$ cat src/rtl/timer_sequencer.sv
// -----------------------------------------------------------------------------
// timer_sequencer
//
// Programmable periodic timer controller. A prescaler counting 0..presc feeds
// its carry into a period counter counting 0..period. Every time the period
// counter completes a full period a registered one-cycle tick is produced.
// A start/pause/stop FSM gates counting, an optional repeat limit stops the
// timer automatically (with a done pulse), and a valid/ready handshake loads
// the configuration while the timer is idle.
//
// Ports:
//   clk, rst_n    clock, asynchronous active-low reset
//   cfg_valid     config write request
//   cfg_ready     high while IDLE; config loads when cfg_valid & cfg_ready
//   cfg_presc     prescaler max (divide by presc+1)
//   cfg_period    period max (period+1 prescaled steps per period)
//   cfg_repeat    periods before auto-stop, 0 = run forever
//   start         start from IDLE / resume from PAUSE
//   pause         freeze counting while running
//   stop          abort to IDLE from any state, no done
//   busy          state != IDLE
//   state         IDLE=0, RUN=1, PAUSE=2
//   tick          one-cycle pulse per completed period
//   done          one-cycle pulse when the repeat limit is reached
//   cnt           current period count
//   rep_cnt       completed periods since the last start
// -----------------------------------------------------------------------------
module timer_sequencer #(
    parameter int DW = 16,
    parameter int PW = 8,
    parameter int RW = 8
) (
    input  logic          clk,
    input  logic          rst_n,
    input  logic          cfg_valid,
    output logic          cfg_ready,
    input  logic [PW-1:0] cfg_presc,
    input  logic [DW-1:0] cfg_period,
    input  logic [RW-1:0] cfg_repeat,
    input  logic          start,
    input  logic          pause,
    input  logic          stop,
    output logic          busy,
    output logic [1:0]    state,
    output logic          tick,
    output logic          done,
    output logic [DW-1:0] cnt,
    output logic [RW-1:0] rep_cnt
);

    typedef enum logic [1:0] {
        ST_IDLE  = 2'd0,
        ST_RUN   = 2'd1,
        ST_PAUSE = 2'd2
    } state_t;

    state_t        state_q, state_d;
    logic [PW-1:0] presc_cnt_q, presc_cnt_d;
    logic [DW-1:0] cnt_q, cnt_d;
    logic [RW-1:0] rep_cnt_q, rep_cnt_d;
    logic          tick_q, tick_d;
    logic          done_q, done_d;

    logic [PW-1:0] presc_q;
    logic [DW-1:0] period_q;
    logic [RW-1:0] repeat_q;

    logic          cfg_accept;
    logic          count_en;
    logic          carry;
    logic          wrap;
    logic          last_wrap;
    logic [RW-1:0] rep_inc;

    assign cfg_ready  = (state_q == ST_IDLE);
    assign cfg_accept = cfg_valid & cfg_ready;

    // Counting only happens in RUN, and both pause and stop take priority
    // over the count (a pause on the final-wrap cycle suppresses that wrap).
    assign count_en  = (state_q == ST_RUN) & ~pause & ~stop;
    assign carry     = count_en & ~(presc_cnt_q < presc_q);
    assign wrap      = carry & (cnt_q == period_q);
    assign rep_inc   = rep_cnt_q + 1'b1;
    assign last_wrap = wrap & (repeat_q != '0) & (rep_inc == repeat_q);

    // -------------------------------------------------------------------------
    // Configuration registers: only writable while idle.
    // -------------------------------------------------------------------------
    always_ff @(posedge clk or negedge rst_n) begin
        if (!rst_n) begin
            presc_q  <= '0;
            period_q <= '0;
            repeat_q <= '0;
        end else if (cfg_accept) begin
            presc_q  <= cfg_presc;
            period_q <= cfg_period;
            repeat_q <= cfg_repeat;
        end
    end

    // -------------------------------------------------------------------------
    // State and counter registers.
    // -------------------------------------------------------------------------
    always_ff @(posedge clk or negedge rst_n) begin
        if (!rst_n) begin
            state_q     <= ST_IDLE;
            presc_cnt_q <= '0;
            cnt_q       <= '0;
            rep_cnt_q   <= '0;
            tick_q      <= 1'b0;
            done_q      <= 1'b0;
        end else begin
            state_q     <= state_d;
            presc_cnt_q <= presc_cnt_d;
            cnt_q       <= cnt_d;
            rep_cnt_q   <= rep_cnt_d;
            tick_q      <= tick_d;
            done_q      <= done_d;
        end
    end

    // -------------------------------------------------------------------------
    // Next-state logic. Priority: stop > pause > start > wrap.
    // -------------------------------------------------------------------------
    always_comb begin
        state_d     = state_q;
        presc_cnt_d = presc_cnt_q;
        cnt_d       = cnt_q;
        rep_cnt_d   = rep_cnt_q;
        // The pulses are registered versions of this cycle's wrap, so a
        // tick earned in the cycle before a stop still appears.
        tick_d      = wrap;
        done_d      = last_wrap;

        if (stop) begin
            // rep_cnt is kept so software can see how far the run got.
            state_d     = ST_IDLE;
            presc_cnt_d = '0;
            cnt_d       = '0;
        end else begin
            case (state_q)
                ST_IDLE: begin
                    if (start) begin
                        state_d     = ST_RUN;
                        presc_cnt_d = '0;
                        cnt_d       = '0;
                        rep_cnt_d   = '0;
                    end
                end
                ST_RUN: begin
                    if (pause) begin
                        state_d = ST_PAUSE;
                    end else begin
                        if (presc_cnt_q < presc_q) begin
                            presc_cnt_d = presc_cnt_q + 1'b1;
                        end else begin
                            presc_cnt_d = '0;
                        end
                        if (carry) begin
                            if (cnt_q < period_q) begin
                                cnt_d = cnt_q + 1'b1;
                            end else begin
                                cnt_d = '0;
                            end
                        end
                        if (wrap) begin
                            // With repeat=0 this simply rolls over.
                            rep_cnt_d = rep_inc;
                        end
                        if (last_wrap) begin
                            // Counters are already 0 after the wrap, so only
                            // the state needs to change.
                            state_d = ST_IDLE;
                        end
                    end
                end
                ST_PAUSE: begin
                    // pause outranks start, so a held pause keeps us frozen.
                    if (start && !pause) begin
                        state_d = ST_RUN;
                    end
                end
                default: begin
                    state_d = ST_IDLE;
                end
            endcase
        end
    end

    assign busy    = (state_q != ST_IDLE);
    assign state   = state_q;
    assign tick    = tick_q;
    assign done    = done_q;
    assign cnt     = cnt_q;
    assign rep_cnt = rep_cnt_q;

endmodule

$ cat config.mk
export PLATFORM = sky130hd
export DESIGN_NAME = timer_sequencer
export DESIGN_NICKNAME = d
export VERILOG_FILES = /design/src/rtl/timer_sequencer.sv
export SDC_FILE = /design/constraint.sdc
export NUM_CORES = 1
export LEC_CHECK = 0
export CAP_MARGIN = 10
export CORE_MARGIN = 2
export CORE_UTILIZATION = 57
export CTS_CLUSTER_DIAMETER = 100
export DETAILED_ROUTE_END_ITERATION = 16
export GPL_ROUTABILITY_DRIVEN = 0
export HOLD_SLACK_MARGIN = 0.03
export MAX_ROUTING_LAYER = met4
export PLACE_DENSITY = 0.85
export SYNTH_ARGS = -nofsm -noshare
export SYNTH_HDL_FRONTEND = slang
export SYNTH_SLANG_ARGS = --single-unit
$ cat constraint.sdc
create_clock -name clk -period 3.5 [get_ports clk]
set_input_delay 0.7 -clock clk [delete_from_list [all_inputs] [get_ports clk]]
set_output_delay 0.7 -clock clk [all_outputs]
set_load 0.1 [all_outputs]
# ---- Yosys cells after proc, flatten, opt, wreduce, memory -nomap -nowiden
# Cells that the tools add are included.
dict set report totals {
  latch_bits 0
  in_bits 38
  mem_bits_rw 0
  rom_bits 0
  word_cells 67
  register_bits 68
  n_memories 0
  out_inout_bits 30
}
dict set report classes {
  n_eq_ne 12
  shift 0
  div_mod_pow 0
  bitwise 10
  magnitude_cmp 2
  mux 20
  n_mul 0
  n_addsub 3
  n_reduce_logical 11
}
# cell n
set op_table {}
lappend op_table {{2-to-1 mux 16 bit} 5}
lappend op_table {{2-to-1 mux 8 bit} 6}
lappend op_table {{one-hot mux 16 bit (2 select lines)} 1}
lappend op_table {{one-hot mux 8 bit (2 select lines)} 2}
lappend op_table {{adder 16 x 1 -> 16 bit (second input constant)} 1}
lappend op_table {{adder 8 x 1 -> 8 bit (second input constant)} 2}
lappend op_table {{equality test 16 bit} 1}
lappend op_table {{< comparator 16 bit} 1}
lappend op_table {{2-to-1 mux 2 bit} 5}
lappend op_table {{!= test 3 bit (second input constant)} 3}
lappend op_table {{equality test 8 bit} 1}
lappend op_table {{< comparator 8 bit} 1}
lappend op_table {{nonzero test 8 bit} 1}
lappend op_table {{bitwise AND 1 bit} 7}
lappend op_table {{one-hot mux 2 bit (3 select lines)} 1}
lappend op_table {{AND reduction 3 bit} 2}
lappend op_table {{AND reduction 5 bit} 1}
lappend op_table {{!= test 2 bit (second input constant)} 2}
lappend op_table {{!= test 4 bit (second input constant)} 1}
lappend op_table {{AND reduction 4 bit} 1}
lappend op_table {{nonzero test 2 bit} 2}
lappend op_table {{!= test 3 x 1 -> 1 bit (second input constant)} 1}
lappend op_table {{NOT 1 bit} 3}
lappend op_table {{nonzero test 3 bit} 1}
lappend op_table {{other kinds (6)} 6}

# ---- Longest topological paths before layout
# Gate-level depths: netlist of the first run.
dict set report depth {
  word_depth 11
  ltp_mapped 9
  mapped_depth_nobuf 8
}

# ---- Least setup slack after synthesis of the first run
# OpenSTA, ideal clock, no wires.
dict set report synth_timing {
  kind {reg2reg}
  start {register state_q[1], in the netlist state[1]}
  end {register period_q[0]}
  t_required_ns 3.375
  setup_ns 0.125
  path_slack_ns 0.028
  path_stages_with_launch 7
  synth_period_minus_slack_ns 3.472
  arrival_ns 3.347
  path_buffers 2
  cell_sequence {dfrtp_1 or2_2 inv_1 and2_1 clkbuf_1 clkbuf_1 mux2_2}
}
dict set report synth_via {
  elab_chain_len 2
}
# element line_no
set synth_lines {}
lappend synth_lines {{from (decl)} 57} ;# state_t state_q, state_d;
lappend synth_lines {{from (signal assigned)} 113} ;# state_q <= state_d;
lappend synth_lines {{zero test 2 bit} 75} ;# assign cfg_ready = (state_q == ST_IDLE);
lappend synth_lines {{named net cfg_ready} 36} ;# output logic cfg_ready,
lappend synth_lines {{bitwise AND 1 bit} 76} ;# assign cfg_accept = cfg_valid & cfg_ready;
lappend synth_lines {{to (signal assigned)} 96} ;# period_q <= cfg_period;
lappend synth_lines {{to (decl)} 65} ;# logic [DW-1:0] period_q;
# The timed path passes the listed nets, and every way through them passes these cells.
# A chain may end at the register's enable or synchronous reset.

# ---- Worst setup path in the final report of the first run
dict set report layout_timing {
  start {register state_q[0], in the netlist state[0]}
  end {output port busy}
}
dict set report layout_via {
  elab_chain_len 1
}
# element line_no
set layout_lines {}
lappend layout_lines {{nonzero test 2 bit} 190} ;# assign busy = (state_q != ST_IDLE);
lappend layout_lines {{to (decl)} 43} ;# output logic busy,
# Every way passes these cells.

==> results of run 1 <==
==> Yosys cell counts (3+ instances only) <==
cell type,number,share of area [%]
ha_1,26,8.4
nand4_1,8,1.3
xnor2_1,9,2.0
nor3_1,15,1.9
inv_1,34,3.3
buf_2,3,0.39
buf_1,3,0.29
a21oi_1,18,2.3
a211oi_1,3,0.58
a22o_1,14,3.1
nor2_1,16,1.5
dfrtp_1,68,44
nand2b_1,7,1.1
o21ai_0,47,6.0
nand3_1,11,1.4
o211ai_1,3,0.58
a31oi_1,5,0.80
clkbuf_1,9,0.87
nor2b_1,5,0.80
and3_1,16,2.6
nor4_1,4,0.64
mux2_2,12,3.5
nand2_1,37,3.6
==> power groups by stage <==
stage               registers (mW)  clock network [mW]  logic (mW)
floorplan                    0.909                   0       0.219
global placement             0.897                   0       0.347
detailed placement           0.899                   0       0.364
CTS                          0.884               0.718       0.371
global route                 0.892               0.758       0.406
finish                       0.885               0.715       0.367
==> worst min-delay path by stage <==
stage | slack (ns) | endpoint | cells after the start
after detailed placement | 0.52 | presc_q[0] | 1
after global routing | 0.56 | presc_q[0] | 1
after global placement | 0.50 | presc_q[0] | 1
after CTS | 0.53 | presc_q[0] | 1
final | 0.53 | period_q[11] | 2
after floorplan | 0.40 | cnt[0] | 0
==> per-stage QoR <==
step	power (mW)	hold WS, ns	instance area (sq um)	cells
6_report	1.97	0.530	4810	569
5_1_grt	2.06	0.559	4810	569
4_1_cts	1.97	0.532	4810	569
3_3_place_gp	1.24	0.504	4590	553
2_1_floorplan	1.13	0.404	3890	414
3_5_place_dp	1.26	0.522	4590	553
==> logic make-up after synthesis <==
group	Yosys count
AOI/OAI and AO/OA	112
xor gates and xnor gates	10
adders and majority gates	26
buffers and inverters	50
DFF	68
muxes	14
and+or+nand+nor	134
==> cell usage in the layout (no fill, tap or decap), drive strengths merged, types with 3 or more instances in the layout <==
cell type      netlist  layout
nor4                 4       4
a21oi               19      19
nor2b                5       5
o21ai               48      48
xnor2                9       9
mux2                12      12
nor2                16      16
nor3                15      15
a211oi               4       4
ha                  26      26
clkbuf               9      12
nand2               37      37
and3                17      17
dfrtp               68      68
clkdlybuf4s50        0      42
nand4                8       8
a22o                14      14
nand2b               7       7
inv                 34      34
a31oi                5       5
o211ai               3       3
nand3               11      11
buf                  7      33
==> layer usage <==
layer / wire length, um / GRT usage [%] / vias to the layer above / share of wire, %
met4: 213 / 13.4 / 0 / 2.3
li1: - / - / 1626 / -
met3: 428 / 3.90 / 20 / 4.6
met2: 4680 / 42.5 / 90 / 50
met1: 4010 / 34.4 / 1661 / 43
met5: 0 / - / - / 0
==> flip-flops by register name, indices dropped and copies added (netlist names) <==
name and flops:
cnt 16, done 1, period_q 16, presc_cnt_q 8, presc_q 8, rep_cnt 8
repeat_q 8, state 2, tick 1
==> final cells by class <==
cell class,instances,share of cell area (%)
clock buffer,12,3.02
clock inverter,4,1.51
inverter,34,2.65
multi-input combinational,296,41.5
sequential,68,35.4
tap,80,2.08
timing repair buffer,75,13.8
==> out/qor.txt, run 1 <==
largest net degree at the start of global routing - 69
grt total ovfl - 0
filler instances - 500
RR Endpoint - presc_cnt_q[6]
Port Buffers - 67
root buf cell - clkbuf_8
simple-gate share of the synthesized area - 18.3%
# setup viols final - 0
Least-Margin Pin Slew - 0.960 ns
Multi-input gate area - 1990 sq um
DRC Markers - 0
number of buffers created by CTS - 9
post-synthesis register bit count - 68
Distinct cells, synth - 58
die area - 7510 sq um
fin util - 71.5%
Max Cap Viol - 0
Synth Area in Compound Gates - 18.3%
CP peak stage delay - 1.12 ns
per-cell routed wire length - 16.4 um
clock skew - 0.00758 ns
Worst path top cell family by delay - buffers and inverters
post-synthesis async set-or-reset flop share - 100%
TritonCTS clock tree - built
endpoints failing hold - 0
CP Buf/Inv Count - 1
Setup CP Type - flip-flop to output port
drt pass-1 iters - 4
final setup slack of the worst path - 0.657 ns
clk sinks - 68
Reg area - 1700 sq um
Final period util - 81.2%
Seq/Total Area, Yosys - 43.7%
post-DP HPWL - 6590 um
Max-slew headroom - 35.8%
setup TNS - 0 ns
Clock Path Buffers - 2
ANT nets after route - 0
Peak VDD IR - 0.234 mV
initial DRC count - 189
R2R depth - 6
R2R Setup Slk - 0.87 ns
pre-CTS setup slack - 0.412 ns
Mapped Area - 3890 sq um
share of cells above drive strength 1 - 13.7%
number of global-route vias before repair - 3373
crit-path cells - or2_2, clkdlybuf4s50_1
P_int - 1.42 mW
Die Ht - 86.7 um
routed wire length - 9330 um
Post-CTS Resized - 0
outcome - completed
Die Width - 86.7 um
largest family of logic cells by synthesized area - simple AND/OR/NAND/NOR gates
Starting Density - 58.0%
Leakage - 2.27 nW
slowest CP cell - clkdlybuf4s50_1
Levels on crit path - 2
RR Startpoint - presc_cnt_q[1]
clock group share of total power - 36.4%
multiplexer share of the synthesized area - 3.98%
ANT cells - 0
Period minus WS final - 2.84 ns
vias - 3397
num ports - 68
Pwr per Cell Area - 409 nW/um^2
Post-Synth Adder-Cell Area - 8.35%
clk slew on worst S/H paths - 0.07 ns
post-synth net total - 478
Primary FF master, synth - dfrtp_1
worst min-delay path category - primary input to asynchronous set/reset pin
fmax - 352 MHz
Comb pwr share - 18.7%
Post-Synthesis Cells - 414
xor and xnor area share after synthesis - 2.25%
RSZ-0062 raised after global routing - no
Sw Ratio - 27.7%
vias per cell - 5.97
Max Slew Vio Count - 0
gr usage total - 27.1%
cts hold-fix bufs - 0
syn avg cell area - 9.41 sq um
Critical Path RT - 2.80 ns
first-pass GRT wire length - 15400 um
number of synthesized flops with an enable pin - 0
Post-CTS Setup Bufs - 0
worst setup path start - state[0]
synthesis-to-finish area growth - 23.5%
CP Data Arrival Time - 2.14 ns
Critical Path Start Type - flip-flop
Skew-Pair Late Insertion Delay - 0.35 ns
Seq pwr share - 45.0%
fin nets - 548
row cnt - 30
CTS H-tree depth - 3
core area - 6720 sq um
Switching Power - 545 uW
Synth warnings - 0
Setup crit end kind - output port
initial antenna violation count - 0
CP max FO - 9
Setup crit end - busy
No activity file was read; power rests on OpenSTA's default activity.
==> inputs of run 2 (changes only) <==
--- a/config.mk
+++ b/config.mk
@@ -7,13 +7,13 @@
 export LEC_CHECK = 0
 export CAP_MARGIN = 10
 export CORE_MARGIN = 2
-export CORE_UTILIZATION = 57
+export CORE_UTILIZATION = 48
 export CTS_CLUSTER_DIAMETER = 100
 export DETAILED_ROUTE_END_ITERATION = 16
 export GPL_ROUTABILITY_DRIVEN = 0
 export HOLD_SLACK_MARGIN = 0.03
 export MAX_ROUTING_LAYER = met4
-export PLACE_DENSITY = 0.85
+export PLACE_DENSITY = 0.77
 export SYNTH_ARGS = -nofsm -noshare
 export SYNTH_HDL_FRONTEND = slang
 export SYNTH_SLANG_ARGS = --single-unit
==> constraint.sdc (replaced) <==
create_clock -name clk -period 2.6 [get_ports clk]
set_input_delay 0.52 -clock clk [delete_from_list [all_inputs] [get_ports clk]]
set_output_delay 0.52 -clock clk [all_outputs]
set_load 0.1 [all_outputs]
==> out/qor.txt, run 2 (synthesis results as in run 1) <==
CP max FO - 13
routed wire length - 9610 um
num ports - 68
ANT nets after route - 0
largest net degree at the start of global routing - 55
grt total ovfl - 0
post-DP HPWL - 7070 um
DRC Markers - 0
Critical Path Start Type - flip-flop
Peak VDD IR - 0.270 mV
commonest non-fill, non-tap cell in the layout - dfrtp_1
filler instances - 666
commonest non-fill, non-tap cells in the layout - 49 x dfrtp_1, 48 x buf_4, 47 x o21ai_0
Die Ht - 94.1 um
first-pass GRT wire length - 16100 um
number of buffers created by CTS - 9
core area - 7810 sq um
R2R Setup Slk - 0.10 ns
Port Buffers - 67
Max-slew headroom - 55.3%
worst min-delay path category - primary input to asynchronous set/reset pin
per-cell routed wire length - 16.0 um
placed cell areas - 4760 sq um
Setup CP Type - flip-flop to flip-flop
R2R depth - 8
vias - 3436
Leakage - 2.30 nW
Starting Density - 49.9%
Clock Path Buffers - 2
Die Width - 94.1 um
fin nets - 560
synthesis-to-finish area growth - 27.0%
Period minus WS final - 2.50 ns
clk sinks - 68
share of cells above drive strength 1 - 20.6%
gr usage total - 23.7%
row cnt - 32
crit-path cells - ha_1, and4b_1, a211o_1, a211oi_1, o31ai_1, nor3_1, buf_4, a22o_1
TritonCTS clock tree - built
fmax - 401 MHz
ANT cells - 0
RR Endpoint - cnt[5]
initial DRC count - 216
Pwr per Cell Area - 520 nW/um^2
Post-CTS Setup Bufs - 0
die area - 8850 sq um
clock skew - 0.00656 ns
initial antenna violation count - 0
clk slew on worst S/H paths - 0.07 ns
RR Startpoint - cnt[3]
root buf cell - clkbuf_8
# setup viols final - 0
slowest CP cell - dfrtp_4
CTS H-tree depth - 3
drt pass-1 iters - 4
Max Cap Viol - 0
Final Cell Area - 4940 sq um
Least-Margin Pin Slew - 0.670 ns
Final period util - 96.0%
RSZ-0062 raised after global routing - no
endpoints failing hold - 0
Skew-Pair Late Insertion Delay - 0.34 ns
number of global-route vias before repair - 3470
Critical Path RT - 2.88 ns
vias per cell - 5.71
CP peak stage delay - 0.54 ns
outcome - completed
overall power - 2.57 mW
Setup crit end kind - flip-flop
Max Slew Vio Count - 0
CP Data Arrival Time - 2.77 ns
run 2: stage by stage:
step                      hold slack [ns]  instances  utilization (%)  TNS, ns  setup WS (ns)
after detailed placement            0.501        587             60.9  -0.0877        -0.0595
after floorplan                     0.224        414                -        0        0.00222
after CTS                           0.229        602             63.3        0         0.0659
after global placement              0.499        587             60.9  -0.0332        -0.0332
after global routing                0.248        602             63.3        0         0.0182
final                               0.211        602             63.3        0          0.104
run 2: timing repair:
item,4_1_cts,5_1_grt
hold buffers,0,0
hold endpoints to repair,0,0
setup endpoints to repair,0,10
resized for setup,0,1
run 2: routing by layer:
metal  wire, um  vias to the layer above  part of all wire, %  GRT usage [%]
met5          0                        -                    0              -
met4         97                        0                  1.0           8.09
met3        399                       12                  4.2           3.85
met2       4820                       77                   50           38.7
met1       4290                     1690                   45           30.2
li1           -                     1657                    -              -
run 2: how the worst max path moves through the flow:
stage                     slack [ns]        endpoint  depth (start not counted)           start
after floorplan                0.002         cnt[14]                          6         cnt[15]
after global placement         -0.03      rep_cnt[4]                          7            stop
after detailed placement       -0.06      rep_cnt[4]                          7            stop
after CTS                       0.07  presc_cnt_q[6]                          7  presc_cnt_q[1]
after global routing            0.02          cnt[0]                          7          cnt[3]
final                           0.10          cnt[5]                          8          cnt[3]
run 2: where the power goes:
group / total (mW) / internal, mW / switching [mW] / leakage (nW)
Combinational: 0.519 / 0.226 / 0.293 / 1.35
Sequential: 1.19 / 1.14 / 0.0508 / 0.855
Clock: 0.860 / 0.464 / 0.395 / 0.0935
Total: 2.57 / 1.83 / 0.739 / 2.30
run 2: cell type report:
| class | instances | area (sq um) | area share (%) |
|---|---|---|---|
| clock buffer | 13 | 149 | 3.01 |
| inverter | 34 | 131 | 2.66 |
| timing repair buffer | 87 | 766 | 15.5 |
| multi-input combinational | 296 | 2000 | 40.5 |
| clock inverter | 2 | 35.0 | 0.709 |
| sequential | 68 | 1740 | 35.1 |
| tap | 102 | 128 | 2.58 |
run 2: critical path, delay by kind of cell, from the launching register on:
| kind | cells | cell delay, ns |
|---|---|---|
| AOI/OAI and AO/OA | 4 | 0.87 |
| adders and majority gates | 1 | 0.35 |
| buffers and inverters | 1 | 0.24 |
| DFF | 1 | 0.54 |
| and+or+nand+nor | 2 | 0.43 |
